===== src/rtl/mips_div_pkg.sv =====
// Shared types and constants for the multi-cycle MIPS DIV/DIVU unit.
package mips_div_pkg;

  localparam int DIV_WIDTH = 32;
  localparam int DIV_CNT_W = 6;

  localparam logic [DIV_WIDTH-1:0] DIV_ZERO_QUOT = {DIV_WIDTH{1'b1}};

  typedef enum logic [1:0] {
    IDLE   = 2'd0,
    DIVIDE = 2'd1,
    FIXUP  = 2'd2
  } div_state_e;

  // 1-bit full-adder cell: returns {carry_out, sum}.
  function automatic logic [1:0] full_add(input logic a, input logic b, input logic ci);
    return {(a & b) | (a & ci) | (b & ci), a ^ b ^ ci};
  endfunction

endpackage


===== src/rtl/mips_divider_sub_step.sv =====
// Combinational WIDTH+1-bit trial subtractor (a - b) as a ripple of full-adder cells.
module div_sub_step
  import mips_div_pkg::*;
#(
  parameter int WIDTH = DIV_WIDTH
) (
  input  logic [WIDTH:0] a,
  input  logic [WIDTH:0] b,
  output logic [WIDTH:0] diff,
  output logic           no_borrow
);

  logic [WIDTH+1:0] carry;

  // a + ~b + 1: carry-in of one completes the two's complement of b.
  assign carry[0] = 1'b1;

  for (genvar i = 0; i <= WIDTH; i++) begin : g_fa
    assign {carry[i+1], diff[i]} = full_add(a[i], ~b[i], carry[i]);
  end

  assign no_borrow = carry[WIDTH+1];

endmodule


===== src/rtl/mips_divider.sv =====
// Restoring 32-bit DIV/DIVU unit: one quotient bit per clock, quotient -> LO, remainder -> HI.
// Optional macro DIV_EARLY_OUT_EN skips the iteration loop when |dividend| < |divisor| or divisor == 0.
module mips_divider
  import mips_div_pkg::*;
#(
  parameter int WIDTH = DIV_WIDTH,
  parameter int CNT_W = DIV_CNT_W
) (
  input  logic             clk,
  input  logic             reset,
  input  logic             start,
  input  logic             is_signed,
  input  logic [WIDTH-1:0] dividend,
  input  logic [WIDTH-1:0] divisor,
  output logic             busy,
  output logic             done,
  output logic [WIDTH-1:0] quotient,
  output logic [WIDTH-1:0] remainder,
  output logic             div_by_zero
);

  localparam logic [WIDTH-1:0] ONE      = {{(WIDTH-1){1'b0}}, 1'b1};
  localparam logic [WIDTH-1:0] ZERO     = {WIDTH{1'b0}};
  localparam logic [CNT_W-1:0] CNT_ONE  = {{(CNT_W-1){1'b0}}, 1'b1};
  localparam logic [CNT_W-1:0] CNT_LAST = CNT_W'(WIDTH - 1);

  div_state_e       state_q, state_d;
  logic [CNT_W-1:0] cnt_q, cnt_d;
  logic [WIDTH-1:0] rem_q, rem_d;
  logic [WIDTH-1:0] quo_q, quo_d;
  logic [WIDTH-1:0] dvs_q, dvs_d;
  logic [WIDTH-1:0] dvd_orig_q, dvd_orig_d;
  logic             q_neg_q, q_neg_d;
  logic             r_neg_q, r_neg_d;
  logic             busy_q, busy_d;
  logic             done_q, done_d;
  logic [WIDTH-1:0] quotient_q, quotient_d;
  logic [WIDTH-1:0] remainder_q, remainder_d;
  logic             dbz_q, dbz_d;

  logic [WIDTH-1:0] a_abs_s, b_abs_s;
  logic [WIDTH:0]   shifted_s, sub_diff_s;
  logic             no_borrow_s, take_s;

  assign a_abs_s   = (is_signed && dividend[WIDTH-1]) ? (~dividend + ONE) : dividend;
  assign b_abs_s   = (is_signed && divisor[WIDTH-1])  ? (~divisor + ONE)  : divisor;
  assign shifted_s = {rem_q, quo_q[WIDTH-1]};

  div_sub_step #(.WIDTH(WIDTH)) u_sub (
    .a         (shifted_s),
    .b         ({1'b0, dvs_q}),
    .diff      (sub_diff_s),
    .no_borrow (no_borrow_s)
  );

  // With no borrow the difference is below the divisor, so its top bit is always clear.
  assign take_s = no_borrow_s & ~sub_diff_s[WIDTH];

  // Next-state, datapath and output computation.
  always_comb begin
    state_d     = state_q;
    cnt_d       = cnt_q;
    rem_d       = rem_q;
    quo_d       = quo_q;
    dvs_d       = dvs_q;
    dvd_orig_d  = dvd_orig_q;
    q_neg_d     = q_neg_q;
    r_neg_d     = r_neg_q;
    busy_d      = busy_q;
    done_d      = 1'b0;
    quotient_d  = quotient_q;
    remainder_d = remainder_q;
    dbz_d       = dbz_q;

    case (state_q)
      IDLE: begin
        if (start) begin
          dvs_d      = b_abs_s;
          dvd_orig_d = dividend;
          q_neg_d    = is_signed & (dividend[WIDTH-1] ^ divisor[WIDTH-1]);
          r_neg_d    = is_signed & dividend[WIDTH-1];
          cnt_d      = {CNT_W{1'b0}};
          busy_d     = 1'b1;
`ifdef DIV_EARLY_OUT_EN
          if ((b_abs_s == ZERO) || (a_abs_s < b_abs_s)) begin
            state_d = FIXUP;
            quo_d   = ZERO;
            rem_d   = a_abs_s;
          end else begin
            state_d = DIVIDE;
            quo_d   = a_abs_s;
            rem_d   = ZERO;
          end
`else
          state_d = DIVIDE;
          quo_d   = a_abs_s;
          rem_d   = ZERO;
`endif
        end else begin
          busy_d = 1'b0;
        end
      end
      DIVIDE: begin
        rem_d = take_s ? sub_diff_s[WIDTH-1:0] : shifted_s[WIDTH-1:0];
        quo_d = {quo_q[WIDTH-2:0], take_s};
        cnt_d = cnt_q + CNT_ONE;
        if (cnt_q == CNT_LAST) begin
          state_d = FIXUP;
        end else begin
          state_d = DIVIDE;
        end
      end
      FIXUP: begin
        if (dvs_q == ZERO) begin
          quotient_d  = {WIDTH{DIV_ZERO_QUOT[0]}};
          remainder_d = dvd_orig_q;
          dbz_d       = 1'b1;
        end else begin
          quotient_d  = q_neg_q ? (~quo_q + ONE) : quo_q;
          remainder_d = r_neg_q ? (~rem_q + ONE) : rem_q;
          dbz_d       = 1'b0;
        end
        done_d  = 1'b1;
        busy_d  = 1'b0;
        cnt_d   = {CNT_W{1'b0}};
        state_d = IDLE;
      end
      default: begin
        state_d = IDLE;
        busy_d  = 1'b0;
      end
    endcase
  end

  // State and output registers with synchronous reset.
  always_ff @(posedge clk) begin
    if (reset) begin
      state_q     <= IDLE;
      cnt_q       <= {CNT_W{1'b0}};
      rem_q       <= ZERO;
      quo_q       <= ZERO;
      dvs_q       <= ZERO;
      dvd_orig_q  <= ZERO;
      q_neg_q     <= 1'b0;
      r_neg_q     <= 1'b0;
      busy_q      <= 1'b0;
      done_q      <= 1'b0;
      quotient_q  <= ZERO;
      remainder_q <= ZERO;
      dbz_q       <= 1'b0;
    end else begin
      state_q     <= state_d;
      cnt_q       <= cnt_d;
      rem_q       <= rem_d;
      quo_q       <= quo_d;
      dvs_q       <= dvs_d;
      dvd_orig_q  <= dvd_orig_d;
      q_neg_q     <= q_neg_d;
      r_neg_q     <= r_neg_d;
      busy_q      <= busy_d;
      done_q      <= done_d;
      quotient_q  <= quotient_d;
      remainder_q <= remainder_d;
      dbz_q       <= dbz_d;
    end
  end

  assign busy        = busy_q;
  assign done        = done_q;
  assign quotient    = quotient_q;
  assign remainder   = remainder_q;
  assign div_by_zero = dbz_q;

endmodule


===== config.mk =====
export PLATFORM = sky130hd
export DESIGN_NAME = mips_divider
export DESIGN_NICKNAME = d
export VERILOG_FILES = /design/src/rtl/mips_div_pkg.sv /design/src/rtl/mips_divider_sub_step.sv /design/src/rtl/mips_divider.sv
export SDC_FILE = /design/constraint.sdc
export NUM_CORES = 1
export LEC_CHECK = 0
export ABC_AREA = 1
export BUFFER_PORTS_ARGS = -buffer_cell sky130_fd_sc_hd__buf_2
export CAP_MARGIN = 5
export CORE_UTILIZATION = 60
export CTS_BUF_LIST = sky130_fd_sc_hd__clkbuf_8
export DETAILED_ROUTE_END_ITERATION = 10
export MAX_ROUTING_LAYER = met4
export PLACE_DENSITY = 0.82
export SYNTH_ARGS = -nofsm -noshare
export SYNTH_HDL_FRONTEND = slang
export SYNTH_HIERARCHICAL = 1
export SYNTH_SLANG_ARGS = --single-unit

===== constraint.sdc =====
create_clock -name clk -period 17.65 [get_ports clk]
set_clock_uncertainty 0.05 [all_clocks]
set_input_delay 2.6475 -clock clk [delete_from_list [all_inputs] [get_ports clk]]
set_output_delay 2.6475 -clock clk [all_outputs]
set_load 0.005 [all_outputs]

== Yosys cells after proc, flatten, opt, wreduce, memory -nomap -nowiden ==
Cells that the tools add are included.

* Reductions and logical operators: 9
* $mul: 0
* Equality and inequality tests: 4
* Shift operators: 0
* Muxes and demuxes: 20
* Order comparisons: 0
* Bitwise logic cells: 268
* Divide/modulo/power cells: 0
* $add $sub $neg: 5

{| class="wikitable"
|+ Operator list
! kind !! number
|-
| 2-to-1 mux 32 bit || 9
|-
| adder 32 x 1 -> 32 bit (second input constant) || 4
|-
| NOT 32 bit || 4
|-
| one-hot mux 32 bit (2 select lines) || 2
|-
| AND 1 bit || 98
|-
| OR 1 bit || 66
|-
| XOR 1 bit || 65
|-
| NOT 1 bit || 35
|-
| zero test 32 bit || 1
|-
| one-hot mux 6 bit (3 select lines) || 1
|-
| adder 6 x 1 -> 6 bit (second input constant) || 1
|-
| equality test 6 x 5 -> 1 bit (second input constant) || 1
|-
| 2-to-1 mux 6 bit || 1
|-
| AND reduction 2 bit || 3
|-
| 2-to-1 mux 2 bit || 2
|-
| one-hot mux 2 bit (2 select lines) || 1
|-
| 2-to-1 mux 1 bit || 3
|-
| nonzero test 3 bit || 1
|-
| equality test 2 x 1 -> 1 bit (second input constant) || 1
|-
| equality test 2 bit (second input constant) || 1
|-
| logical AND 1 bit || 2
|-
| zero test 2 bit || 1
|-
| != test 2 bit (second input constant) || 1
|-
| one-hot mux 1 bit (2 select lines) || 1
|-
| nonzero test 2 bit || 1
|}

* RAM bits: 0
* Logic and storage cells: 319
* Memories kept: 0
* Bits in latches: 0
* Input port bits: 68
* Output and inout port bits: 67
* Bits in read-only memories: 0
* Flip-flop bits (word level): 205

== Depth between registers and ports, before layout ==
Gate-level depths: netlist (run 1).

* Depth after elaboration: 103
* Depth in mapped cells: 43
* Gate-level depth less buffers: 42

== Cells and area by module ==
Netlist (run 1), hierarchy kept.

{| class="wikitable"
|+ By module, submodules not included
! module !! seq. area each (sq um) !! instances !! area an instance (sq um) !! cells an instance
|-
| mips_divider || 4103.9 || 1 || 11977.7 || 1864
|-
| div_sub_step || 0.0 || 1 || 900.9 || 99
|}

== Least setup slack after synthesis (run 1) ==
No wires, ideal clock.

* Path kind: register to register
* Start: reg quo_q[31]
* End: reg rem_q[10]
* Path buffers: 2
* Cell stages (with the launch flop): 42
* Arrival: 13.698 ns
* Setup time: 0.132 ns
* Period minus slack after synthesis: 13.880 ns
* Slack: 3.770 ns
* Required time: 17.468 ns
* Cells stage by stage: dfxtp_1 -> inv_1 -> ha_1 -> fa_1 -> fa_1 -> fa_1 -> fa_1 -> fa_1 -> fa_1 -> fa_1 -> fa_1 -> fa_1 -> fa_1 -> fa_1 -> fa_1 -> fa_1 -> fa_1 -> fa_1 -> [6 not listed] -> fa_1 -> fa_1 -> fa_1 -> fa_1 -> fa_1 -> fa_1 -> fa_1 -> fa_1 -> fa_1 -> fa_1 -> inv_1 -> fa_1 -> nor2_2 -> inv_1 -> buf_2 -> clkbuf_1 -> o211ai_1 -> a21oi_1

* Elaborated cells on any way between the ends: 136
* Classes of those cells: 2 x mux; 134 x bitwise

{| class="wikitable"
|+ RTL lines
! item !! RTL line !! text
|-
| from (decl) || mips_divider.sv:30 || <nowiki>logic [WIDTH-1:0] quo_q, quo_d;</nowiki>
|-
| from (signal assigned) || mips_divider.sv:155 || <nowiki>quo_q <= quo_d;</nowiki>
|-
| AND 1 bit || mips_div_pkg.sv:17 || <nowiki>return {(a & b) | (a & ci) | (b & ci), a ^ b ^ ci};</nowiki>
|-
| OR 1 bit (*) (2 in a row) || mips_div_pkg.sv:17 ||
|-
| AND 1 bit || mips_div_pkg.sv:17 ||
|-
| OR 1 bit || mips_div_pkg.sv:17 ||
|-
| OR 1 bit (*) || mips_div_pkg.sv:17 ||
|-
| AND 1 bit || mips_div_pkg.sv:17 ||
|-
| OR 1 bit || mips_div_pkg.sv:17 ||
|-
| OR 1 bit (*) || mips_div_pkg.sv:17 ||
|-
| [85 not listed] || -- ||
|-
| OR 1 bit || mips_div_pkg.sv:17 ||
|-
| OR 1 bit (*) || mips_div_pkg.sv:17 ||
|-
| XOR 1 bit (*) || mips_div_pkg.sv:17 ||
|-
| net sub_diff_s[32] || mips_divider.sv:42 || <nowiki>logic [WIDTH:0] shifted_s, sub_diff_s;</nowiki>
|-
| NOT 1 bit (*) || mips_divider.sv:57 || <nowiki>assign take_s = no_borrow_s & ~sub_diff_s[WIDTH];</nowiki>
|-
| AND 1 bit (*) || mips_divider.sv:57 ||
|-
| 2-to-1 mux 32 bit (*) || mips_divider.sv:104 || <nowiki>rem_d = take_s ? sub_diff_s[WIDTH-1:0] : shifted_s[WIDTH-1:0];</nowiki>
|-
| one-hot mux 32 bit (2 select lines) (*) || mips_divider.sv:75 || <nowiki>case (state_q)</nowiki>
|-
| to (signal assigned) || mips_divider.sv:154 || <nowiki>rem_q <= rem_d;</nowiki>
|-
| to (decl) || mips_divider.sv:29 || <nowiki>logic [WIDTH-1:0] rem_q, rem_d;</nowiki>
|}

Mark *: on every way through the listed nets, which the timed path passes. The rest lies on a longest branch.
A chain may end at the register's enable or synchronous reset.

== Worst setup path after layout (run 1) ==
* Start: reg quo_q[31]
* End: reg rem_q[26]

The elaborated chain is that of the path after synthesis.

==> results.cfg, run 1 <==
[status]
status = completed

[synthesis]
synthArstFlopShare_pct = 0
yosysMostFrequentCell = nand2_1
ys_warn_count = 6
post_synth_num_cell_types = 49
synth_top_area_share_pct = 31.87
syn_inst = 1963
syn-num-nets = 2069
synth-edff-count = 0
syn_area_per_cell_um2 = 6.561
synth_ff_type = dfxtp_1
synth-seq-cells = 205
synth_top_cell_by_area = dfxtp_1
netlist_top_cells_area = dfxtp_1, nand2_1, a21oi_1
ys_seq_area_share_pct = 31.87
synth_top_cells_by_count = nand2_1, inv_1, dfxtp_1, a21oi_1, nand3_1
syn_area_mm2 = 0.01288

[setup_path]
path_class = flip-flop to flip-flop
slowest_delay_ps = 430
crit_start = quo_q[31]$_SDFFE_PP0P_
slowest_stage = fa_1
crit_path_start_kind = flip-flop
cp.arrival_ps = 15150
end_kind = flip-flop
worst-endpoint-required_ps = 18060
critPathMostFrequentCell = fa_1
critPathMaxFanout = 57
r2r_start = quo_q[31]$_SDFFE_PP0P_

[final_layout]
utilization_pct = 67.76
fillers = 1913
nets = 2159
layout-drive-gt1-share_pct = 13.44
syn2layout_area_growth_pct = 10.61

[timing]
tns_ps = 0
rsz0062_at_grt = no
hold_violations = 0
tightest_slew_ps = 1117
finalMaxSlewViolations = 0
fin_ws_ps = 2905
fmax_mhz = 67.82
setup_viol = 0
hold_slack_ps = 411.1
slew_headroom_pct = 25.27
fin_crit_sh_pct = 83.54
fin_crit_ps = 14740

[global_route]
grt_max_degree = 99
grt_overflow = 0
first_global_vias = 12090
grt_pass1_wl_mm = 62.57
track_usage_pct = 37.10
antenna_found_initial = 1

[routing]
drt_pass1_iterations = 6
vias = 13470
wl_mm = 40.21
wire_per_inst_um = 17.09
drtIter0Drc = 1110
drtAntennaViolNets = 0
drc = 0
viasPerCell = 5.725

[placed_design]
dp_hpwl_mm = 28.84
portBuffers = 134
pre_cts_ws_ps = 3096
gp_congestion = 1.007

[power_and_ir_drop]
power.density_mw_per_mm2 = 80.83
p_leak_nw = 6.431
ir_worst_vdd_mv = 0.07015

[run]
maxCapViolCount = 0

[clock_tree]
clkLatencyLatePin_ps = 540
clock_sinks = 205
cts_resized = 0
cts_buffers = 37
cts_tree = done
cts-root-buf = clkbuf_8
hold_buffers = 0
cts_setup_buffers = 0
htreeDepth = 2
clkTransAtPathRegs_ps = 60
cts_max_path_buffers = 3

[min_path]
min_path_type = flip-flop to flip-flop
min_from = remainder[5]$_SDFFE_PP0P_

[floorplanning]
die_y_um = 148.5
rows = 53
fp.dieW_um = 148.5
boundaryPins = 135
coreArea_mm2 = 0.02102
die_area_mm2 = 0.02205
start_util_pct = 61.26
[report_power, final]
part / switching [mW] / internal, mW / leakage (nW)
clock network: 0.201 / 0.234 / 0.396
registers: 0.0230 / 0.486 / 1.67
logic: 0.142 / 0.0654 / 4.36
total: 0.366 / 0.786 / 6.43
[critical path, delay by kind of cell (launching register included)]
family / cells / cell delay (ps)
AOI/OAI and AO/OA: 3 / 500
adders and majority gates: 33 / 12830
buffers and inverters: 4 / 500
DFF: 1 / 370
and+or+nand+nor: 1 / 370
[stage by stage]
stage               total power, mW  instance area, um^2  instances
detailed placement           0.7199                13530       2289
finish                        1.151                14240       2353
global placement             0.7169                13530       2289
CTS                           1.150                14240       2351
global route                  1.204                14240       2352
floorplan                    0.6596                12880       1963
[cells by family after synthesis]
kind of cell | count (synthesis) | synth area share, %
simple gates | 884 | 30.35
xor+xnor | 32 | 2.176
other cells | 1 | 0.02912
fa+ha+maj | 38 | 5.557
compound gates | 448 | 18.92
flops | 205 | 31.87
buf+inv | 355 | 11.10
[layer usage]
metal / global-route usage [%] / share of wire (%)
met3: 8.834 / 9.6
met5: - / 0
met1: 47.48 / 42
met2: 56.54 / 45
met4: 14.07 / 3.1
[state kept, by name, summed over array words and instances, names as in the netlist]
register / count
quotient: 32
dvs_q: 32
rem_q: 32
busy: 1
r_neg_q: 1
dvd_orig_q: 32
quo_q: 32
remainder: 32
div_by_zero: 1
done: 1
cnt_q: 6
q_neg_q: 1
state_q: 2
[layout by cell type (no fill, tap or decap), drive strengths merged, types with 28 or more instances in the layout]
master / synthesis / final
nand3: 194 / 194
o21ai: 190 / 190
inv: 260 / 267
nand4: 30 / 30
dfxtp: 205 / 205
nor2: 200 / 200
fa: 32 / 32
xor2: 28 / 28
buf: 47 / 143
a21oi: 198 / 198
clkbuf: 45 / 46
nand2: 442 / 442
[final cells by class]
cell class | instances | area, um^2 | area share [%]
antenna | 2 | 5.005 | 0.03513
clock buffer | 46 | 633.1 | 4.444
clock inverter | 16 | 76.32 | 0.5358
inverter | 263 | 989.7 | 6.948
multi-input combinational | 1403 | 7352 | 51.61
sequential | 205 | 4104 | 28.81
tap | 275 | 344.1 | 2.415
timing repair buffer | 143 | 740.7 | 5.200
[worst paths after layout]
kind,to,slack [ps],cells past startpoint
setup reg to reg,rem_q[26]$_SDFFE_PP0P_,2910,41
hold reg to reg,remainder[5]$_SDFFE_PP0P_,410,2
setup / recovery,rem_q[26]$_SDFFE_PP0P_,2910,41
hold / removal,remainder[5]$_SDFFE_PP0P_,410,2
(Power assumes the default switching activity.)
==> inputs of run 2 (changes only) <==
Clock period 17.65 ns to 14.2 ns, I/O delays scaled along.
==> results.cfg, run 2 (same netlist as run 1, synthesis figures left out) <==
[placed_design]
gp_congestion = 0.9822
pre_cts_ws_ps = 5.651
dp_cells = 2292
portBuffers = 134
dp_hpwl_mm = 28.89

[final_layout]
utilization_pct = 68.25
fin_cells = 2359
ff_latch_area_mm2 = 0.004104
final_cell_mix = nand2_1, inv_1, dfxtp_1, a21oi_1, nand3_1
nets = 2162
fillers = 1931
multi_input_area_mm2 = 0.007387
syn2layout_area_growth_pct = 11.41
layout-drive-gt1-share_pct = 14.16
mostFrequentLayoutCell = nand2_1

[global_route]
grt_overflow = 0
grt_pass1_wl_mm = 62.98
antenna_found_initial = 1
first_global_vias = 12100
grt_max_degree = 99
track_usage_pct = 37.13

[setup_path]
slowest_delay_ps = 410
reg2reg_depth = 41
slowest_stage = fa_1
crit_start = quo_q[31]$_SDFFE_PP0P_
critPathMostFrequentCell = fa_1
path_class = flip-flop to flip-flop
cp.arrival_ps = 14080
r2r_start = quo_q[31]$_SDFFE_PP0P_
critPathMaxFanout = 20
end_kind = flip-flop
worst-endpoint-required_ps = 14580
crit_path_start_kind = flip-flop

[power_and_ir_drop]
p_comb_share_pct = 18.0
internal-power_uw = 988.1
power_switching_uw = 454.9
ir_worst_vdd_mv = 0.08348
p_leak_nw = 6.475
power.density_mw_per_mm2 = 100.6
switching_share_pct = 31.52
clockPowerShare_pct = 38.2
power_frac_seq_pct = 43.8

[clock_tree]
cts_max_path_buffers = 3
cts-root-buf = clkbuf_8
hold_buffers = 0
clkLatencyLatePin_ps = 540
clkTransAtPathRegs_ps = 60
htreeDepth = 2
clock_sinks = 205
cts_buffers = 36
cts_tree = done

[floorplanning]
start_util_pct = 61.26
rows = 53
coreArea_mm2 = 0.02102
fp.dieW_um = 148.5
boundaryPins = 135
die_y_um = 148.5
die_area_mm2 = 0.02205

[timing]
fin_crit_sh_pct = 96.47
hold_violations = 0
tightest_slew_ps = 1123
finalMaxSlewViolations = 0
fmax_mhz = 73.00
setup_viol = 0
slew_headroom_pct = 24.89
fin_ws_ps = 501.1
fin_crit_ps = 13700
tns_ps = 0
hold_slack_ps = 420.8

[routing]
drc = 0
wire_per_inst_um = 16.86
drtIter0Drc = 1168
wl_mm = 39.76
drtAntennaViolNets = 0
drt_pass1_iterations = 6
viasPerCell = 5.738
vias = 13540

[run]
maxCapViolCount = 0

[min_path]
worstHoldPathCells = 2
min_path_type = flip-flop to flip-flop
min_from = remainder[5]$_SDFFE_PP0P_

[status]
status = completed
-- run 2: power by group through the flow --
stage | logic (mW) | clock network (mW) | registers [mW]
4_1_cts | 0.255 | 0.558 | 0.631
3_3_place_gp | 0.248 | 0 | 0.642
3_5_place_dp | 0.252 | 0 | 0.643
2_1_floorplan | 0.186 | 0 | 0.634
6_report | 0.260 | 0.551 | 0.632
5_1_grt | 0.292 | 0.582 | 0.634
-- run 2: repair_timing --
| item | 4_1_cts | 5_1_grt |
|---|---|---|
| buffers inserted | 0 | 1 |
| pin swaps | 0 | 3 |
| endpoints found under the setup margin | 1 | 33 |
| resized for setup | 1 | 14 |
-- run 2: worst paths after layout --
kind	to	slack, ps
setup / recovery	rem_q[0]$_SDFFE_PP0P_	500
setup reg to reg	rem_q[0]$_SDFFE_PP0P_	500
hold reg to reg	remainder[5]$_SDFFE_PP0P_	420
hold / removal	remainder[5]$_SDFFE_PP0P_	420
-- run 2: cell type report --
type,count,share of cell area (%)
repair buffers,147,5.459
inverters,263,6.898
multi-input cells,1403,51.49
well taps,275,2.398
flip-flops and latches,205,28.60
clock inverters,17,0.5320
diodes,1,0.01744
clock buffers,48,4.605
-- run 2: metal layers --
metal | wire length [um] | vias to the layer above | global-route usage (%)
li1 | - | 6588 | -
met1 | 17190 | 6239 | 49.75
met2 | 17940 | 623 | 57.83
met3 | 3507 | 86 | 5.429
met4 | 1128 | 0 | 11.24
met5 | 0 | - | -
-- run 2: metrics by stage --
stage,power (mW),area (um^2)
4_1_cts,1.444,14310
3_5_place_dp,0.8952,13570
2_1_floorplan,0.8198,12880
5_1_grt,1.509,14350
6_report,1.443,14350
3_3_place_gp,0.8906,13570
-- run 2: critical path, delay by kind of cell, from the launching register on --
kind	cells	cell delay [ps]
AND/OR/NAND/NOR	1	130
adder cells (fa/ha/maj)	33	12270
flip-flops	1	360
buffers and inverters	4	430
AO/OA/AOI/OAI	3	350
